===== src/rtl/sha_pkg.sv =====
// rtl/sha_pkg.sv - shared SHA type codes, digest lengths and streamer state encoding
package sha_pkg;

  localparam logic [1:0] SHA256 = 2'b00;
  localparam logic [1:0] SHA384 = 2'b01;
  localparam logic [1:0] SHA512 = 2'b10;

  localparam logic [6:0] DLEN_SHA256 = 7'd32;
  localparam logic [6:0] DLEN_SHA384 = 7'd48;
  localparam logic [6:0] DLEN_SHA512 = 7'd64;

  localparam logic ST_IDLE_ENC = 1'b0;
  localparam logic ST_SEND_ENC = 1'b1;

  typedef enum logic {
    ST_IDLE = ST_IDLE_ENC,
    ST_SEND = ST_SEND_ENC
  } state_t;

  // Code 2'b11 is folded into SHA512.
  function automatic logic [6:0] digest_len(input logic [1:0] t);
    case (t)
      SHA256:  return DLEN_SHA256;
      SHA384:  return DLEN_SHA384;
      default: return DLEN_SHA512;
    endcase
  endfunction

endpackage


===== src/rtl/digest_streamer.sv =====
// rtl/digest_streamer.sv - serialises one captured SHA digest onto an AXI4-Stream master
module digest_streamer
  import sha_pkg::*;
#(
  parameter int P_M_AXIS_DATA_WIDTH = 64,
  parameter int DIGEST_WIDTH        = 512
) (
  input  logic                             axi_aclk,
  input  logic                             reset,
  input  logic [DIGEST_WIDTH-1:0]          s_digest,
  input  logic [1:0]                       s_digest_type,
  input  logic                             s_digest_valid,
  output logic                             s_digest_ready,
  output logic [P_M_AXIS_DATA_WIDTH-1:0]   m_axis_tdata,
  output logic [P_M_AXIS_DATA_WIDTH/8-1:0] m_axis_tkeep,
  output logic                             m_axis_tvalid,
  input  logic                             m_axis_tready,
  output logic                             m_axis_tlast
);

  localparam int NB = P_M_AXIS_DATA_WIDTH / 8;
  localparam int LG = $clog2(NB);
  localparam int CW = $clog2(512 / NB) + 1;
  localparam logic [6:0] NB7 = 7'(NB);

  state_t                  state;
  logic [DIGEST_WIDTH-1:0] shreg;
  logic [CW-1:0]           beat_cnt;
  logic [6:0]              bytes_left;
  logic                    ready_q;
  logic                    tvalid_q;

  logic [6:0] cap_len;
  logic [6:0] cap_beats;

  assign cap_len   = digest_len(s_digest_type);
  assign cap_beats = (cap_len + 7'(NB - 1)) >> LG;

  always_ff @(posedge axi_aclk) begin
    if (reset) begin
      state      <= ST_IDLE;
      ready_q    <= 1'b0;
      tvalid_q   <= 1'b0;
      shreg      <= '0;
      beat_cnt   <= '0;
      bytes_left <= '0;
    end else begin
      case (state)
        ST_IDLE: begin
          ready_q <= 1'b1;
          if (s_digest_valid && ready_q) begin
            shreg      <= s_digest;
            beat_cnt   <= CW'(cap_beats - 7'd1);
            bytes_left <= cap_len;
            ready_q    <= 1'b0;
            tvalid_q   <= 1'b1;
            state      <= ST_SEND;
          end
        end
        ST_SEND: begin
          if (m_axis_tready) begin
            if (beat_cnt == '0) begin
              tvalid_q <= 1'b0;
              ready_q  <= 1'b1;
              state    <= ST_IDLE;
            end else begin
              shreg      <= shreg << P_M_AXIS_DATA_WIDTH;
              beat_cnt   <= beat_cnt - CW'(1);
              bytes_left <= bytes_left - NB7;
            end
          end
        end
        default: state <= ST_IDLE;
      endcase
    end
  end

  // Lane j carries the j-th most significant byte still held in the shift register.
  always_comb begin
    m_axis_tkeep = '0;
    m_axis_tdata = '0;
    for (int j = 0; j < NB; j++) begin
      if (tvalid_q && (bytes_left > 7'(j))) begin
        m_axis_tkeep[j]       = 1'b1;
        m_axis_tdata[8*j +: 8] = shreg[DIGEST_WIDTH-1-8*j -: 8];
      end
    end
  end

  assign m_axis_tvalid  = tvalid_q;
  assign m_axis_tlast   = tvalid_q && (beat_cnt == '0);
  assign s_digest_ready = ready_q;

endmodule


===== config.mk =====
export PLATFORM = sky130hd
export DESIGN_NAME = digest_streamer
export DESIGN_NICKNAME = d
export VERILOG_FILES = /design/src/rtl/sha_pkg.sv /design/src/rtl/digest_streamer.sv
export SDC_FILE = /design/constraint.sdc
export NUM_CORES = 1
export LEC_CHECK = 0
export ABC_CLOCK_PERIOD_IN_PS = 3700
export BUFFER_PORTS_ARGS = -buffer_cell sky130_fd_sc_hd__buf_4
export CORE_AREA = 8 8 223 225
export CTS_CLUSTER_DIAMETER = 150
export DETAILED_ROUTE_END_ITERATION = 10
export DIE_AREA = 0 0 231 233
export PLACE_DENSITY = 0.77
export SYNTH_ARGS = -nofsm -noshare
export SYNTH_HDL_FRONTEND = slang
export SYNTH_SLANG_ARGS = --single-unit

===== constraint.sdc =====
create_clock -name axi_aclk -period 3.7 [get_ports axi_aclk]
set_clock_uncertainty 0.1 [all_clocks]
set_input_delay 0.185 -clock axi_aclk [delete_from_list [all_inputs] [get_ports axi_aclk]]
set_output_delay 0.185 -clock axi_aclk [all_outputs]
set_load 0.01 [all_outputs]

Word level (Yosys, flattened, before mapping)
Index checks and enable logic that the tools add are counted.
- multiply operators: 0
- order comparisons: 8
- shift operators: 0
- bitwise logic cells: 1
- mux-type cells: 41
- reductions and logical operators: 15
- add/sub/neg operators: 4
- divide/modulo/power cells: 0
- equal/unequal tests: 5
- operator list (operator ; number):
    512-bit two-way mux ; 3
    512-bit one-hot mux with 2 select lines ; 1
    8-bit two-way mux ; 8
    7-bit two-way mux ; 6
    7-bit one-hot mux with 2 select lines ; 3
    7-bit by 3-bit > comparator with 1-bit output (second input constant) ; 4
    1-bit two-way mux ; 17
    7-bit by 1-bit > comparator with 1-bit output (second input constant) ; 2
    7-bit by 2-bit > comparator with 1-bit output (second input constant) ; 2
    1-bit logical AND ; 10
    7-bit by 3-bit adder with 7-bit output (second input constant) ; 1
    7-bit logical NOT ; 1
    7-bit by 1-bit subtractor with 7-bit output (second input constant) ; 1
    7-bit by 4-bit subtractor with 7-bit output (second input constant) ; 1
    2-bit != test (second input constant) ; 3
    1-bit one-hot mux with 2 select lines ; 3
    3-bit AND reduction ; 2
    4-bit by 1-bit subtractor with 5-bit output (second input constant) ; 1
    2-bit by 1-bit equality test with 1-bit output (second input constant) ; 1
    2-bit logical NOT ; 1
    2-bit by 1-bit != test with 1-bit output (second input constant) ; 1
    2-bit AND reduction ; 1
    1-bit inverter ; 1
- register bits after elaboration: 529
- logic and storage cells: 80
- latch bits: 0
- bits in writable memories: 0
- ROM bits: 0
- memories: 0
- input port bits: 518
- output and inout bits: 75

Logic depth before layout (Yosys ltp)
Gate-level depths: netlist of the first run.
- depth after elaboration: 6
- mapped depth: 9
- mapped depth without buffers: 6

Worst setup path before layout of the first run
No wires, ideal clock.
- path type: register -> register
- start: register beat_cnt[0]
- end: register shreg[267]
- arrival: 1.618 ns
- cell stages (with the launch flop): 9
- library setup time: 0.146 ns
- path slack: 1.836 ns
- period minus slack after synthesis: 1.864 ns
- buffers on the path: 3
- required time: 3.454 ns
- cells stage by stage: dfxtp_1 -> inv_1 -> ha_1 -> nor4b_2 -> o211ai_2 -> buf_4 -> buf_2 -> buf_2 -> a211oi_2
- word-level cells in the longest chain between the ends: 3
- RTL lines (item ; line ; RTL):
    from (decl) ; digest_streamer.sv:28 ; logic [CW-1:0] beat_cnt;
    from (signal assigned) ; digest_streamer.sv:53 ; beat_cnt <= CW'(cap_beats - 7'd1);
    from (signal assigned) ; digest_streamer.sv:68 ; beat_cnt <= beat_cnt - CW'(1);
    7-bit logical NOT ; digest_streamer.sv:62 ; if (beat_cnt == '0) begin
    2-bit != test (no line) ; - ;
    3-bit AND reduction (no line) ; - ;
    to (signal assigned) ; digest_streamer.sv:52 ; shreg <= s_digest;
    to (signal assigned) ; digest_streamer.sv:67 ; shreg <= shreg << P_M_AXIS_DATA_WIDTH;
    to (decl) ; digest_streamer.sv:27 ; logic [DIGEST_WIDTH-1:0] shreg;
No other way between the ends.
A chain may end at the register's enable or synchronous reset.

Worst setup path after layout of the first run
- start: register bytes_left[3]
- end: output m_axis_tdata[62]
- word-level cells in the longest chain between the ends: 3
- RTL lines (item ; line ; RTL):
    from (decl) ; digest_streamer.sv:29 ; logic [6:0] bytes_left;
    from (signal assigned) ; digest_streamer.sv:54 ; bytes_left <= cap_len;
    from (signal assigned) ; digest_streamer.sv:69 ; bytes_left <= bytes_left - NB7;
    7-bit by 3-bit > comparator with 1-bit output ; digest_streamer.sv:83 ; if (tvalid_q && (bytes_left > 7'(j))) begin
    1-bit logical AND ; digest_streamer.sv:83 ;
    8-bit two-way mux ; digest_streamer.sv:83 ;
    to (decl) ; digest_streamer.sv:14 ; output logic [P_M_AXIS_DATA_WIDTH-1:0] m_axis_tdata,
No other way between the ends.

==> run_results.csv, run 1 <==
group,metric,value,unit
global_route,grt_max_degree,247,
logic_synthesis,synth-edff-count,0,
sta,setup_viol,0,
global_route,grt_pass1_wl,146,mm
cts,clkLatencyLatePin,620,ps
global_route,grt_pass1_vias,24900,
hold_path,hold_class,"in2reg",
cts,cts_sinks,526,
logic_synthesis,synth_area,23500,µm²
logic_synthesis,synth_top_cell_area_share,44.8,%
logic_synthesis,synth_ff_type,"dfxtp_1",
cts,cts_setup_buffers,0,
logic_synthesis,synthArstFlopShare,0,%
logic_synthesis,ys_seq_area_share,44.8,%
layout,layout-drive-gt1-share,24.1,%
layout,fillers,2651,
critical_path,worstRegToRegCells,7,
sta,fin_crit_sh,82.0,%
floorplan,dieArea,53800,µm²
cts,tritoncts,"done",
global_route,grt_overflow,0,
place,preCtsSetupSlack,1150,ps
critical_path,crit_fanout,60,
critical_path,path_class,"reg2out",
critical_path,cp.required,3410,ps
critical_path,crit_arrival,2750,ps
place,place.gp.congestion,0.863,
critical_path,r2r_slack,800,ps
logic_synthesis,synthTopCellsByCount,"dfxtp_1 (526), nor2_1 (455), mux2i_1 (449)",
logic_synthesis,synthDistinctLibCells,42,
logic_synthesis,synth.ff_latch_count,526,
logic_synthesis,avgSynthCellArea,9.60,µm²
cts,htree_levels,2,
floorplan,core-area,46100,µm²
critical_path,reg2reg_to,"shreg[17]",
flow_run,drv_cap,0,
global_route,track_usage,34.2,%
logic_synthesis,yosysWarnings,0,
logic_synthesis,syn_inst,2447,
floorplan,fp.dieW,231,µm
logic_synthesis,synth.most_common_cell,"dfxtp_1",
layout,fin_nets,3918,
cts,cts_buffer_depth,3,
sta,fmax,330,MHz
detailed_routing,firstDrtPassIters,6,
cts,cts-root-buf,"clkbuf_16",
floorplan,pin_count,593,
logic_synthesis,synth_area_leaders,"dfxtp_1 (45%), mux2i_1 (19%), a211oi_1 (11%)",
detailed_routing,wl_per_cell,24.3,µm
detailed_routing,drtIter0Drc,2674,
run_status,status,"complete, no violations",
power,powerDensity,448,nW/µm²
layout,syn2layout_area_growth,49.5,%
power,peakVddDrop,0.395,mV
power,leakage,0.0133,µW
logic_synthesis,syn-num-nets,2967,
critical_path,timing.rr.start,"beat_cnt[0]",
sta,tns,0,ps
sta,layout_min_cycle_time,3030,ps
place,numPortBuffers,592,
hold_path,holdCritStartpoint,"reset",
detailed_routing,via_per_inst,5.94,
cts,cts_made_buffers,55,
floorplan,start_util,51.0,%
critical_path,start_kind,"flop",
critical_path,end_kind,"primary output",
detailed_routing,postRouteAntennaNets,0,
sta,hold_viol,0,
logic_synthesis,yosysTopAreaCell,"dfxtp_1",
floorplan,row_count,79,
floorplan,fp.dieH,233,µm
detailed_routing,route.detailed.drc,0,
place,dpl.hpwl,52.1,mm
sta,fin_ws,666,ps
sta,drv_slew,0,
power,finalPower,15700,µW
global_route,antenna_found_initial,31,
detailed_routing,wl,99.1,mm
sta,relSlewSlack,12.9,%
hold_path,min_to,"shreg[57]",
sta,rsz0062_at_grt,"no",
detailed_routing,num_vias,24200,
sta,tightest_slew,1310,ps
hold_path,worstHoldPathCells,2,
cts,clk_pin_slew,70,ps
-- cell usage in the layout, fill, tap and decap left out, types with 3 or more instances in the layout --
master / count
buf_12: 15
nor3_1: 6
o21ai_0: 5
a21oi_1: 72
nand2b_1: 4
o31a_1: 3
nand2_1: 68
diode_2: 31
clkinv_2: 15
a211oi_1: 344
dfxtp_1: 525
o31ai_1: 3
buf_4: 605
dlygate4sd3_1: 517
inv_1: 7
mux2i_1: 449
clkbuf_16: 58
and2_1: 65
bufinv_16: 3
clkbuf_8: 13
nand3_1: 65
clkbuf_1: 8
nor2_1: 455
a211oi_2: 106
clkinvlp_4: 3
-- state kept, by name, indices dropped and copies added (netlist names) --
signal          count
m_axis_tvalid       1
state               1
beat_cnt            7
bytes_left          4
s_digest_ready      1
shreg             512
-- routing by layer --
layer / track usage, % / share of wire, %
met1: 39.9 / 38
met2: 56.7 / 47
met3: 7.96 / 8.2
met4: 20.6 / 6.8
met5: 0 / 0.015
-- critical path: stages (launching register included) --
cell and delay (ps):
dfxtp_1 350, inv_1 80, ha_1 220, inv_1 140
o31a_2 880, and2_1 290, buf_4 140
-- where the power goes --
group / switching, µW / internal [µW] / leakage (µW)
Sequential: 416 / 6220 / 0.00432
Clock: 2460 / 3330 / 0.000928
Combinational: 1730 / 1580 / 0.00806
-- metrics by stage --
stage	hold slack (ps)	std cells	util [%]	cell area [µm²]
2_1_floorplan	200	2447	-	23500
3_3_place_gp	329	3431	60.8	28000
3_5_place_dp	334	3431	60.8	28000
4_1_cts	104	4050	76.1	35000
5_1_grt	158	4080	76.2	35100
6_report	115	4081	76.2	35100
-- how the worst max path moves through the flow --
| stage | startpoint | endpoint | slack [ps] |
|---|---|---|---|
| 2_1_floorplan | beat_cnt[0] | shreg[267] | 1840 |
| 3_3_place_gp | beat_cnt[0] | beat_cnt[2] | 1180 |
| 3_5_place_dp | beat_cnt[0] | beat_cnt[2] | 1150 |
| 4_1_cts | bytes_left[3] | m_axis_tdata[30] | 660 |
| 5_1_grt | bytes_left[3] | m_axis_tdata[62] | 510 |
| 6_report | bytes_left[3] | m_axis_tdata[62] | 670 |
-- cell type report --
type	count	area [µm²]	area share, %
clock inverters	23	205	0.584
inverters	8	30.0	0.0855
flip-flops and latches	526	10500	30.0
diodes	31	77.6	0.221
well taps	607	759	2.16
repair buffers	1138	10000	28.6
clock buffers	79	1660	4.73
multi-input cells	1669	11800	33.7
-- cell families (layout without fill, tap and decap cells) --
group / after synthesis / after routing / share of synthesized area (%)
compound gates: 546 / 546 / 19.0
flops: 526 / 526 / 44.8
fa+ha+maj: 2 / 2 / 0.107
other cells: 0 / 31 / 0
mux: 450 / 450 / 19.2
simple gates: 671 / 671 / 12.0
buf+inv: 252 / 1248 / 4.88
-- timing repair --
action | 4_1_cts | 5_1_grt
resized for setup | 0 | 0
hold buffers | 517 | 0
endpoints found under the hold margin | 522 | 0
No activity file was read; power rests on OpenSTA's default activity.
==> inputs of run 2 (changes only) <==
ABC_CLOCK_PERIOD_IN_PS = 3200   (was 3700)
CORE_AREA = 8 8 224 226   (was 8 8 223 225)
DIE_AREA = 0 0 232 234   (was 0 0 231 233)
clock period = 3.2 ns   (was 3.7 ns; I/O delays follow)
==> run_results.csv, run 2 (synthesis gave the netlist of run 1 again) <==
group,metric,value,unit
detailed_routing,wl,96.4,mm
floorplan,fp.dieW,232,µm
place,dpl_cell_area,28200,µm²
cts,tritoncts,"done",
global_route,grt_max_degree,154,
global_route,antenna_found_initial,23,
sta,fin_crit_sh,93.0,%
critical_path,start_kind,"flop",
sta,rsz0062_at_grt,"no",
sta,hold_viol,0,
layout,final_common_cell,"buf_4",
place,dpl.hpwl,52.3,mm
global_route,grt_overflow,0,
layout,reg.largest.list,"shreg: 512 flops, beat_cnt: 7 flops, bytes_left: 4 flops",
layout,layout-drive-gt1-share,24.2,%
sta,fmax,336,MHz
floorplan,fp.dieH,234,µm
sta,layout_min_cycle_time,2980,ps
place,numPortBuffers,592,
power,leakage,0.0135,µW
sta,drv_slew,0,
critical_path,max_stage_delay,580,ps
sta,holdWs,95.9,ps
cts,clk_pin_slew,70,ps
power,finalPower,18800,µW
layout,largest_register,"shreg",
detailed_routing,drtIter0Drc,2299,
layout,largest_register_ffs,512,
detailed_routing,firstDrtPassIters,5,
detailed_routing,postRouteAntennaNets,0,
power,powerDensity,527,nW/µm²
cts,cts_made_buffers,55,
cts,cts_resized,0,
layout,layout_common_cells,"buf_4 (608), dlygate4sd3_1 (531), dfxtp_1 (525)",
floorplan,core-area,46800,µm²
detailed_routing,num_vias,24100,
cts,htree_levels,2,
sta,relSlewSlack,33.4,%
layout,fillers,2646,
sta,tns,0,ps
critical_path,crit_chain,"inv_1, ha_1, nor4b_2, o211a_2, a221o_1, dlygate4sd3_1, a21oi_1, dlygate4sd3_1",
global_route,grt_pass1_vias,25200,
layout,syn2layout_area_growth,51.6,%
floorplan,row_count,80,
detailed_routing,route.detailed.drc,0,
critical_path,end_kind,"flop",
cts,cts-root-buf,"clkbuf_16",
floorplan,start_util,50.1,%
flow_run,drv_cap,0,
floorplan,pin_count,593,
layout,fin_nets,3941,
cts,cts_sinks,526,
layout,fin_area,35600,µm²
sta,setup_viol,0,
critical_path,worst_path_max_delay_cell,"dlygate4sd3_1",
critical_path,crit_top_cell,"dlygate4sd3_1",
run_status,status,"complete, no violations",
floorplan,dieArea,54300,µm²
critical_path,crit_fanout,10,
power,peakVddDrop,0.529,mV
detailed_routing,wl_per_cell,23.4,µm
sta,tightest_slew,999,ps
critical_path,path_class,"reg2reg",
critical_path,crit_arrival,3370,ps
global_route,grt_pass1_wl,145,mm
cts,cts_buffer_depth,3,
cts,clkLatencyLatePin,600,ps
critical_path,cp.required,3590,ps
detailed_routing,via_per_inst,5.84,
global_route,track_usage,33.7,%
place,place.gp.congestion,0.866,
hold_path,hold_class,"in2reg",
run 2: changes by cell type in the layout (fill, tap and decap cells not counted):
cell	previous run	this run
buf_4	605	608
dlygate4sd3_1	517	531
clkinvlp_4	3	0
clkbuf_16	58	57
clkinv_2	15	12
buf_12	15	21
diode_2	31	39
clkbuf_1	8	6
bufinv_16	3	11
run 2: through the flow:
step / cells / utilization (%) / setup WS, ps
4_1_cts: 4080 / 75.8 / 229
3_5_place_dp: 3448 / 60.1 / 795
5_1_grt: 4104 / 75.9 / 38.7
6_report: 4119 / 76.0 / 223
3_3_place_gp: 3448 / 60.1 / 899
2_1_floorplan: 2447 / - / 1340
run 2: area by class of cell:
class / count / area (µm²) / area share (%)
Antenna cell: 39 / 97.6 / 0.274
Clock buffer: 76 / 1630 / 4.57
Clock inverter: 25 / 408 / 1.15
Inverter: 8 / 30.0 / 0.0844
Multi-Input combinational cell: 1669 / 11800 / 33.2
Sequential cell: 526 / 10500 / 29.6
Tap cell: 615 / 769 / 2.16
Timing Repair Buffer: 1161 / 10300 / 29.0
run 2: worst paths after layout:
check,startpoint,endpoint,slack (ps),depth (start not counted)
worst max-delay path,beat_cnt[0],beat_cnt[1],220,8
worst min-delay path,s_digest[255],shreg[255],100,3
worst max register to register,beat_cnt[0],beat_cnt[1],220,8
worst min register to register,shreg[55],shreg[55],350,2
run 2: report_power, final:
group | switching, µW | internal (µW) | leakage (µW) | total, µW
combinational | 2000 | 1870 | 0.00821 | 3880
sequential | 451 | 7190 | 0.00432 | 7650
clock | 2800 | 4430 | 0.00101 | 7230
total | 5260 | 13500 | 0.0135 | 18800
run 2: worst max-delay path, delay by kind of cell, from the launching register on:
kind	cells	cell delay, ps
buf+inv	3	1210
fa+ha+maj	1	210
simple gates	1	390
flops	1	330
compound gates	3	630
run 2: what timing repair did:
item                                    in CTS  in global routing
endpoints found under the setup margin       0                  0
hold buffers                               531                  0
hold endpoints to repair                   524                  0
buffers inserted                             0                  0
run 2: layer usage:
layer	GRT usage (%)	wire, µm
met3	7.31	7330
met5	0	0
met1	39.7	37300
met4	21.7	6680
met2	55.2	45100
